<file path="config.mk">
export PLATFORM = sky130hd
export DESIGN_NAME = ring_router_input_vc
export DESIGN_NICKNAME = d
export VERILOG_FILES = /design/src/rtl/ring_router_pkg.sv /design/src/rtl/ring_vc_fifo.sv /design/src/rtl/ring_router_input_vc.sv
export SDC_FILE = /design/constraint.sdc
export NUM_CORES = 1
export LEC_CHECK = 0
export CORE_MARGIN = 4
export CORE_UTILIZATION = 55
export CTS_BUF_LIST = sky130_fd_sc_hd__clkbuf_4
export DETAILED_ROUTE_END_ITERATION = 12
export PLACE_DENSITY = 0.8
export SYNTH_ARGS = -nofsm -noshare
export SYNTH_HDL_FRONTEND = slang
export SYNTH_SLANG_ARGS = --single-unit
</file>
<file path="constraint.sdc">
create_clock -name clk -period 7.1 [get_ports clk]
set_input_delay 1.42 -clock clk [delete_from_list [all_inputs] [get_ports clk]]
set_output_delay 1.42 -clock clk [all_outputs]
set_load 0.02 [all_outputs]
</file>
<file path="src/rtl/ring_router_pkg.sv">
// Shared definitions for the bidirectional ring router input port.
// Packet field positions, direction and output-select encodings.
package ring_router_pkg;

   localparam int DATA_W_DEF = 64;
   localparam int HOP_W_DEF  = 8;

   localparam int VC_BIT  = DATA_W_DEF - 1;
   localparam int DIR_BIT = DATA_W_DEF - 2;
   localparam int HOP_LSB = DATA_W_DEF - 8 - HOP_W_DEF;

   typedef enum logic {
      DIR_CW  = 1'b0,
      DIR_CCW = 1'b1
   } dir_t;

   typedef enum logic [1:0] {
      OUT_NONE,
      OUT_CW,
      OUT_CCW,
      OUT_PE
   } out_sel_t;

   function automatic int vc_bit(input int data_w);
      return data_w - 1;
   endfunction

   function automatic int dir_bit(input int data_w);
      return data_w - 2;
   endfunction

   // Hop field occupies [data_w-9 -: hop_w].
   function automatic int hop_lsb(input int data_w, input int hop_w);
      return data_w - 8 - hop_w;
   endfunction

endpackage

</file>
<file path="src/rtl/ring_vc_fifo.sv">
// Single virtual-channel FIFO with occupancy count.
// Pointers wrap naturally; DEPTH must be a power of two.
module ring_vc_fifo
   import ring_router_pkg::*;
#(
   parameter int DATA_W = 64,
   parameter int DEPTH  = 4
) (
   input  logic                         clk,
   input  logic                         rst,
   input  logic                         push,
   input  logic [DATA_W-1:0]            din,
   input  logic                         pop,
   output logic [DATA_W-1:0]            head,
   output logic [$clog2(DEPTH+1)-1:0]   count,
   output logic                         full,
   output logic                         empty
);

   localparam int AW = $clog2(DEPTH);
   localparam int CW = $clog2(DEPTH+1);

   logic [DATA_W-1:0] mem [DEPTH];
   logic [AW-1:0]     wr_ptr;
   logic [AW-1:0]     rd_ptr;
   logic              do_push;
   logic              do_pop;

   assign full    = (count == CW'(DEPTH));
   assign empty   = (count == '0);
   assign do_push = push & ~full;
   assign do_pop  = pop & ~empty;
   assign head    = mem[rd_ptr];

   always_ff @(posedge clk) begin
      if (rst) begin
         wr_ptr <= '0;
         rd_ptr <= '0;
         count  <= '0;
      end else begin
         if (do_push) wr_ptr <= wr_ptr + AW'(1);
         if (do_pop)  rd_ptr <= rd_ptr + AW'(1);
         unique case ({do_push, do_pop})
            2'b10:   count <= count + CW'(1);
            2'b01:   count <= count - CW'(1);
            default: count <= count;
         endcase
      end
   end

   // Storage needs no reset: head is only consumed when count != 0.
   always_ff @(posedge clk) begin
      if (do_push) mem[wr_ptr] <= din;
   end

endmodule

</file>
<file path="src/rtl/ring_router_input_vc.sv">
// Ring router input controller: two VC FIFOs, polarity-phased
// accept/serve, route decode and hop decrement on ring forwarding.
module ring_router_input_vc
   import ring_router_pkg::*;
#(
   parameter int DATA_W = 64,
   parameter int DEPTH  = 4,
   parameter int HOP_W  = 8
) (
   input  logic                        clk,
   input  logic                        rst,
   input  logic                        polarity,
   input  logic [DATA_W-1:0]           ch2in_din,
   input  logic                        ch2in_vld,
   output logic                        in2ch_rdy,
   output logic                        in2cw_req,
   output logic                        in2ccw_req,
   output logic                        in2pe_req,
   input  logic                        cw2in_gnt,
   input  logic                        ccw2in_gnt,
   input  logic                        pe2in_gnt,
   output logic [DATA_W-1:0]           in2out_dout,
   output logic [$clog2(DEPTH+1)-1:0]  vc0_cnt,
   output logic [$clog2(DEPTH+1)-1:0]  vc1_cnt,
   output logic                        err_vc
);

   localparam int VC_B  = vc_bit(DATA_W);
   localparam int DIR_B = dir_bit(DATA_W);
   localparam int HOP_L = hop_lsb(DATA_W, HOP_W);

   logic [DATA_W-1:0] head0;
   logic [DATA_W-1:0] head1;
   logic              full0;
   logic              full1;
   logic              empty0;
   logic              empty1;
   logic              push0;
   logic              push1;
   logic              pop0;
   logic              pop1;

   logic              take;
   logic              vc_ok;
   logic              push_a;
   logic              drop;

   logic [DATA_W-1:0] head_s;
   logic              empty_s;
   logic [HOP_W-1:0]  hop;
   dir_t              dir;
   out_sel_t          sel;
   logic              pop_s;
   logic [DATA_W-1:0] fwd;

   ring_vc_fifo #(
      .DATA_W (DATA_W),
      .DEPTH  (DEPTH)
   ) u_vc0 (
      .clk   (clk),
      .rst   (rst),
      .push  (push0),
      .din   (ch2in_din),
      .pop   (pop0),
      .head  (head0),
      .count (vc0_cnt),
      .full  (full0),
      .empty (empty0)
   );

   ring_vc_fifo #(
      .DATA_W (DATA_W),
      .DEPTH  (DEPTH)
   ) u_vc1 (
      .clk   (clk),
      .rst   (rst),
      .push  (push1),
      .din   (ch2in_din),
      .pop   (pop1),
      .head  (head1),
      .count (vc1_cnt),
      .full  (full1),
      .empty (empty1)
   );

   // Accept side: polarity picks the VC; a wrong-VC packet is dropped.
   assign in2ch_rdy = polarity ? ~full1 : ~full0;
   assign take      = ch2in_vld & in2ch_rdy;
   assign vc_ok     = (ch2in_din[VC_B] == polarity);
   assign push_a    = take & vc_ok;
   assign drop      = take & ~vc_ok;
   assign push0     = push_a & ~polarity;
   assign push1     = push_a & polarity;

   // Serve side is always the opposite VC.
   assign head_s  = polarity ? head0 : head1;
   assign empty_s = polarity ? empty0 : empty1;
   assign hop     = head_s[HOP_L +: HOP_W];
   assign dir     = dir_t'(head_s[DIR_B]);

   always_comb begin
      sel = OUT_NONE;
      unique case (1'b1)
         empty_s:                                  sel = OUT_NONE;
         (!empty_s && hop == '0):                  sel = OUT_PE;
         (!empty_s && hop != '0 && dir == DIR_CW):  sel = OUT_CW;
         (!empty_s && hop != '0 && dir == DIR_CCW): sel = OUT_CCW;
         default:                                  sel = OUT_NONE;
      endcase
   end

   assign in2cw_req  = (sel == OUT_CW);
   assign in2ccw_req = (sel == OUT_CCW);
   assign in2pe_req  = (sel == OUT_PE);

   assign pop_s = (in2cw_req & cw2in_gnt)
                | (in2ccw_req & ccw2in_gnt)
                | (in2pe_req & pe2in_gnt);
   assign pop0  = pop_s & polarity;
   assign pop1  = pop_s & ~polarity;

   always_comb begin
      fwd = head_s;
      fwd[HOP_L +: HOP_W] = hop - HOP_W'(1);
   end

   always_comb begin
      in2out_dout = '0;
      if (pop_s) begin
         in2out_dout = (sel == OUT_PE) ? head_s : fwd;
      end
   end

   always_ff @(posedge clk) begin
      if (rst) err_vc <= 1'b0;
      else     err_vc <= drop;
   end

endmodule
</file>
Word-level counts from Yosys, hierarchy flattened
Memory sizes are Yosys's and may differ from the RTL's. A register that Yosys moved wholly into a read port is not among the register bits.
Cells that the tools add are included.
{ "word_totals": {"register_bits": 15, "ram_bits": 512, "input_bits": 71, "output_inout_bits": 75, "wordCells": 78, "n_memories": 2} }
{ "mem_list": {"columns": ["name", "words", "word_bits", "rd", "rd_clocked_by_memory_dff", "wr", "line", "source"], "rows": [
  ["u_vc0.mem", 4, 64, 1, 1, 1, "ring_vc_fifo.sv:23", "logic [DATA_W-1:0] mem [DEPTH];"],
  ["u_vc1.mem", 4, 64, 1, 1, 1, "ring_vc_fifo.sv:23", null]
]} }
{ "op_classes": {"add_sub_neg": 9, "eq_ne": 10, "muxes": 16, "bitwise": 23, "reduce_logical": 11} }
{ "op_table": {"columns": ["op", "n"], "rows": [
  ["2-to-1 mux 64 bit", 2],
  ["2-to-1 mux 56 bit", 1],
  ["AND 1 bit", 14],
  ["one-hot mux 3 bit (2 select lines)", 2],
  ["adder 2 x 1 -> 2 bit, second input constant", 4],
  ["== test 2 bit, second input constant", 4],
  ["logical NOT 8 bit", 1],
  ["2-to-1 mux 2 bit", 4],
  ["nonzero test 8 bit", 1],
  ["subtractor 8 x 1 -> 8 bit, second input constant", 1],
  ["inverter 1 bit", 7],
  ["adder 3 x 1 -> 3 bit, second input constant", 2],
  ["== test 2 x 1 -> 1 bit, second input constant", 3],
  ["== test 3 bit, second input constant", 2],
  ["logical NOT 3 bit", 2],
  ["2-to-1 mux 1 bit", 6],
  ["one-hot mux 2 bit (3 select lines)", 1],
  ["subtractor 3 x 1 -> 3 bit, second input constant", 2],
  ["logical AND 1 bit", 4],
  ["nonzero test 2 bit", 2],
  ["OR 1 bit", 2],
  ["== test 1 bit", 1],
  ["logical NOT 1 bit", 1]
]} }

Longest topological paths before layout
{ "depth": {"depth_word": 14, "ltp_mapped": 13, "ltp_nobuf": 10} }

Cells and area by module
A second synthesis with hierarchy kept.
{ "unflattened": {"cells_unflattened": 974, "hier_area_um2": 20960.1} }
{ "by_module_without_submodules": {"columns": ["module", "n_inst", "cells_per_inst", "area_per_inst_um2", "seq_area_each_um2"], "rows": [
  ["ring_vc_fifo", 2, 388, 9785.6, 7867.5],
  ["ring_router_input_vc", 1, 198, 1388.8, 20.0]
]} }

Least setup slack after synthesis
OpenSTA, ideal clock, no wires.
{ "synth_path": {"path_kind": "input to output", "start": "in polarity", "end": "out in2out_dout[49]", "arrival_time_ns": 3.832, "required_ns": 5.680, "path_slack_ns": 1.848, "path_stages": 10, "path_buffers": 3, "cell_sequence": "buf_4 > buf_4 > mux2i_1 > ha_1 > inv_1 > nor3_1 > and4_1 > buf_2 > nand2_1 > a211oi_1"} }
{ "synth_between": {"elab_chain_len": 10, "word_cells_on_any_way": 22, "classes_between": "1 x add/sub; 3 x eq/ne; 5 x mux; 6 x bitwise; 7 x reduce/logical"} }
{ "synth_lines": {"columns": ["element", "line", "source"], "rows": [
  ["start: declaration", "ring_router_input_vc.sv:12", "input logic polarity,"],
  ["2-to-1 mux 64 bit or 2-to-1 mux 1 bit (tied branches)", "ring_router_input_vc.sv:96, ring_router_input_vc.sv:97", null],
  ["nonzero test 8 bit or logical NOT 1 bit (tied branches)", "ring_router_input_vc.sv:106, ring_router_input_vc.sv:107, ring_router_input_vc.sv:105", null],
  ["logical AND 1 bit", "ring_router_input_vc.sv:106, ring_router_input_vc.sv:107", null],
  ["logical AND 1 bit (on tied branches)", "ring_router_input_vc.sv:107, ring_router_input_vc.sv:106", null],
  ["one-hot mux 2 bit (3 select lines)", "ring_router_input_vc.sv:103", "unique case (1'b1)"],
  ["== test 2 x 1 -> 1 bit or == test 2 bit (tied branches)", "ring_router_input_vc.sv:112, ring_router_input_vc.sv:113", null],
  ["AND 1 bit (on tied branches)", "ring_router_input_vc.sv:116, ring_router_input_vc.sv:117", null],
  ["OR 1 bit", "ring_router_input_vc.sv:117", "| (in2ccw_req & ccw2in_gnt)"],
  ["OR 1 bit", "ring_router_input_vc.sv:118", "| (in2pe_req & pe2in_gnt);"],
  ["2-to-1 mux 64 bit *", "ring_router_input_vc.sv:129", "if (pop_s) begin"],
  ["end: declaration", "ring_router_input_vc.sv:22", "output logic [DATA_W-1:0] in2out_dout,"]
]} }
Mark *: on every way between the ends. The rest lies on a longest branch, timed or not.

==> run metrics <==
clk buf depth 3; Seq pwr share 53.4%; crit path max fanout 43; synthesized area about 21000 um2; Mapped Nets around 1100; Final min period roughly 6.5 ns; Clk network pwr share 39.0%; vias in the first global route about 11000; Initial Utilization 55.6%; Slew Limit Fails 0; Post-DP Area approximately 23000 um2; initial antenna violation count 4; CTS Hold Bufs 0; CTS HTree Levels 4; Async SR Flop Fraction 0%; Synth Warn # 0; Peak VDD IR between 150 and 200 uV; GRT overflow 0; EDFF count, synth ~510; Routed Wire Length between 40000 and 50000 um; share of cells above drive strength 1 28.7%; final hold vios 0; pin count of the biggest net entering global routing 47; sw frac 21.7%; Syn-to-layout area delta 17.8%; Comb pwr share under 10%; Seq cells post-synth 531; most common cell after layout, fill and taps aside edfxtp_1; # clock sinks 531; clk_skew ~0.055 ns; Worst setup SP type register; ys flop type edfxtp_1; Synth Instances 986; WL/cell 22.8 um; Vias/cell around 5.7; max cap viols 0; post-CTS setup buffers 0; PortBufs 145; leak pwr about 8.0 nW; gr usage total 20.9%; Slew headroom 42.2%; drt first-iter violations 760; sw power around 1.4 mW; RePlAce Congestion about 0.75; status finished, final reports clean; DRC Markers 0; Setup violations, final 0; RSZ-0062 raised after global routing no; antenna-violating nets left 0; total CTS buffers 134; die height 203 um; commonest non-fill, non-tap cells in the layout edfxtp_1 (512), clkbuf_4 (194), clkdlybuf4s50_1 (144), mux4_2 (127), nor2_1 (90); global-route wire length before repair 65000 um; Clock transition at path regs about 0.06 ns; arrival time worst endpoint approximately 5.1 ns; Highest Clock Rate roughly 150 MHz; die width 203 um; worst skew pair latency 0.79 ns; fin nets 1317; Pint 5.15 mW; DRT Pass-1 Iters 5; Distinct cells, synth 45; Fin Setup TNS 0 ns; CTS tree done; DP HPWL 23500 um; syn_area_per_cell between 20 and 25 um2; design area 24600 um2; register area share after synthesis about 75%; Crit. End Element primary output; worst slew pin tran 0.843 ns; PostCTS Resize Cnt 0; kind of critical path reg2out; Crit path required time ~5.7 ns; final period utilization roughly nine tenths; Hold Crit Class reg2reg; Clock Tree Root clkbuf_4; Site Rows 71; die footprint 41200 um2; power density over cell area 267 nW/um2; Top Ports 146; core area 37600 um2; via count 10500
[critical path: stages, from the launching register on]
cell and delay, ns:
dfxtp_4 0.67, mux4_2 0.61, mux2i_1 0.36, ha_1 0.24
inv_1 0.06, nor3_1 0.41, a41o_4 0.34, nand3_4 0.26
buf_4 0.42, nor2_1 0.22, clkdlybuf4s50_1 0.66
[area by class of cell]
| class | count | area, um2 |
|---|---|---|
| diodes | 1 | 2.50 |
| clock buffers | 194 | 1460 |
| inverters | 6 | 22.5 |
| fillers | 2465 | 13000 |
| multi-input cells | 399 | 4870 |
| well taps | 511 | 639 |
| flip-flops and latches | 531 | 15800 |
| clock inverters | 35 | 273 |
| repair buffers | 163 | 1580 |
[registers in the layout (all words and copies together), names as in the netlist, named ones only]
signal,flops
err_vc,1
u_vc0.count,3
u_vc0.mem,256
u_vc0.rd_ptr,2
u_vc0.wr_ptr,2
u_vc1.count,3
u_vc1.mem,256
u_vc1.rd_ptr,2
u_vc1.wr_ptr,2
[path summary, 6_finish.rpt]
path             startpoint         endpoint  slack (ns)  cells after the start
min reg2reg  u_vc1.count[1]   u_vc1.count[1]        0.54                      2
max reg2reg        register   u_vc1.count[2]        3.01                      9
max                register  in2out_dout[47]        0.60                     10
min          u_vc1.count[1]   u_vc1.count[1]        0.54                      2
[cell usage after synthesis, types with 2 or more instances]
cell type    n  area [um2]
fa_1         2        40.0
nor2_1      90         338
and2_1       9        56.3
nand2b_1     2        12.5
dfxtp_1     19         380
xor2_1       8        70.1
mux2_4       4        60.1
mux2i_1     66         661
o22ai_1      2        12.5
nor3_1      10        50.1
edfxtp_1   512       15400
a21oi_2      2        17.5
o21ai_0      2        10.0
buf_2       22         110
a21oi_1      7        35.0
mux4_2     127        2860
a31oi_1      3        18.8
nand4_1      3        18.8
mux2i_4      4        90.1
buf_6        7        78.8
clkbuf_1    19        71.3
and3_1       4        25.0
nand2_1      8        30.0
nand3_1      4        20.0
ha_1         9         113
xnor2_1      6        52.6
nor3b_1      5        37.5
nor2b_1      7        43.8
inv_1        6        22.5
buf_4        2        15.0
[cells by family after synthesis]
family | Yosys count | synth area share [%]
fa+ha+maj | 11 | 0.730
buf+inv | 56 | 1.43
xor+xnor | 14 | 0.587
simple gates | 151 | 3.42
flops | 531 | 75.4
mux | 203 | 17.8
compound gates | 20 | 0.683
[power by group through the flow]
stage | clock, mW | sequential [mW] | combinational [mW]
after global routing | 2.83 | 3.51 | 0.540
after global placement | 0 | 3.57 | 0.495
after detailed placement | 0 | 3.57 | 0.506
final | 2.56 | 3.51 | 0.501
after floorplan | 0 | 3.56 | 0.304
after CTS | 2.63 | 3.51 | 0.508
[metal layers]
layer  wire, um  GRT usage (%)  vias up
met4        596           5.99        6
met1      17200           28.2     5441
met5         46              0        -
li1           -              -     4621
met2      21600           34.6      378
met3       2630           5.27       59
[metrics by stage]
stage                     hold slack (ns)  std cells  utilization, %  power, mW  setup slack [ns]
after global placement              0.516       1610            60.9       4.07             0.976
after global routing                0.582       1840            65.5       6.87             0.248
after detailed placement            0.531       1610            60.9       4.08             0.735
final                               0.536       1840            65.5       6.57             0.602
after CTS                           0.540       1839            65.5       6.65             0.479
after floorplan                     0.501        986               -       3.87              1.85
(Power assumes the default switching activity.)
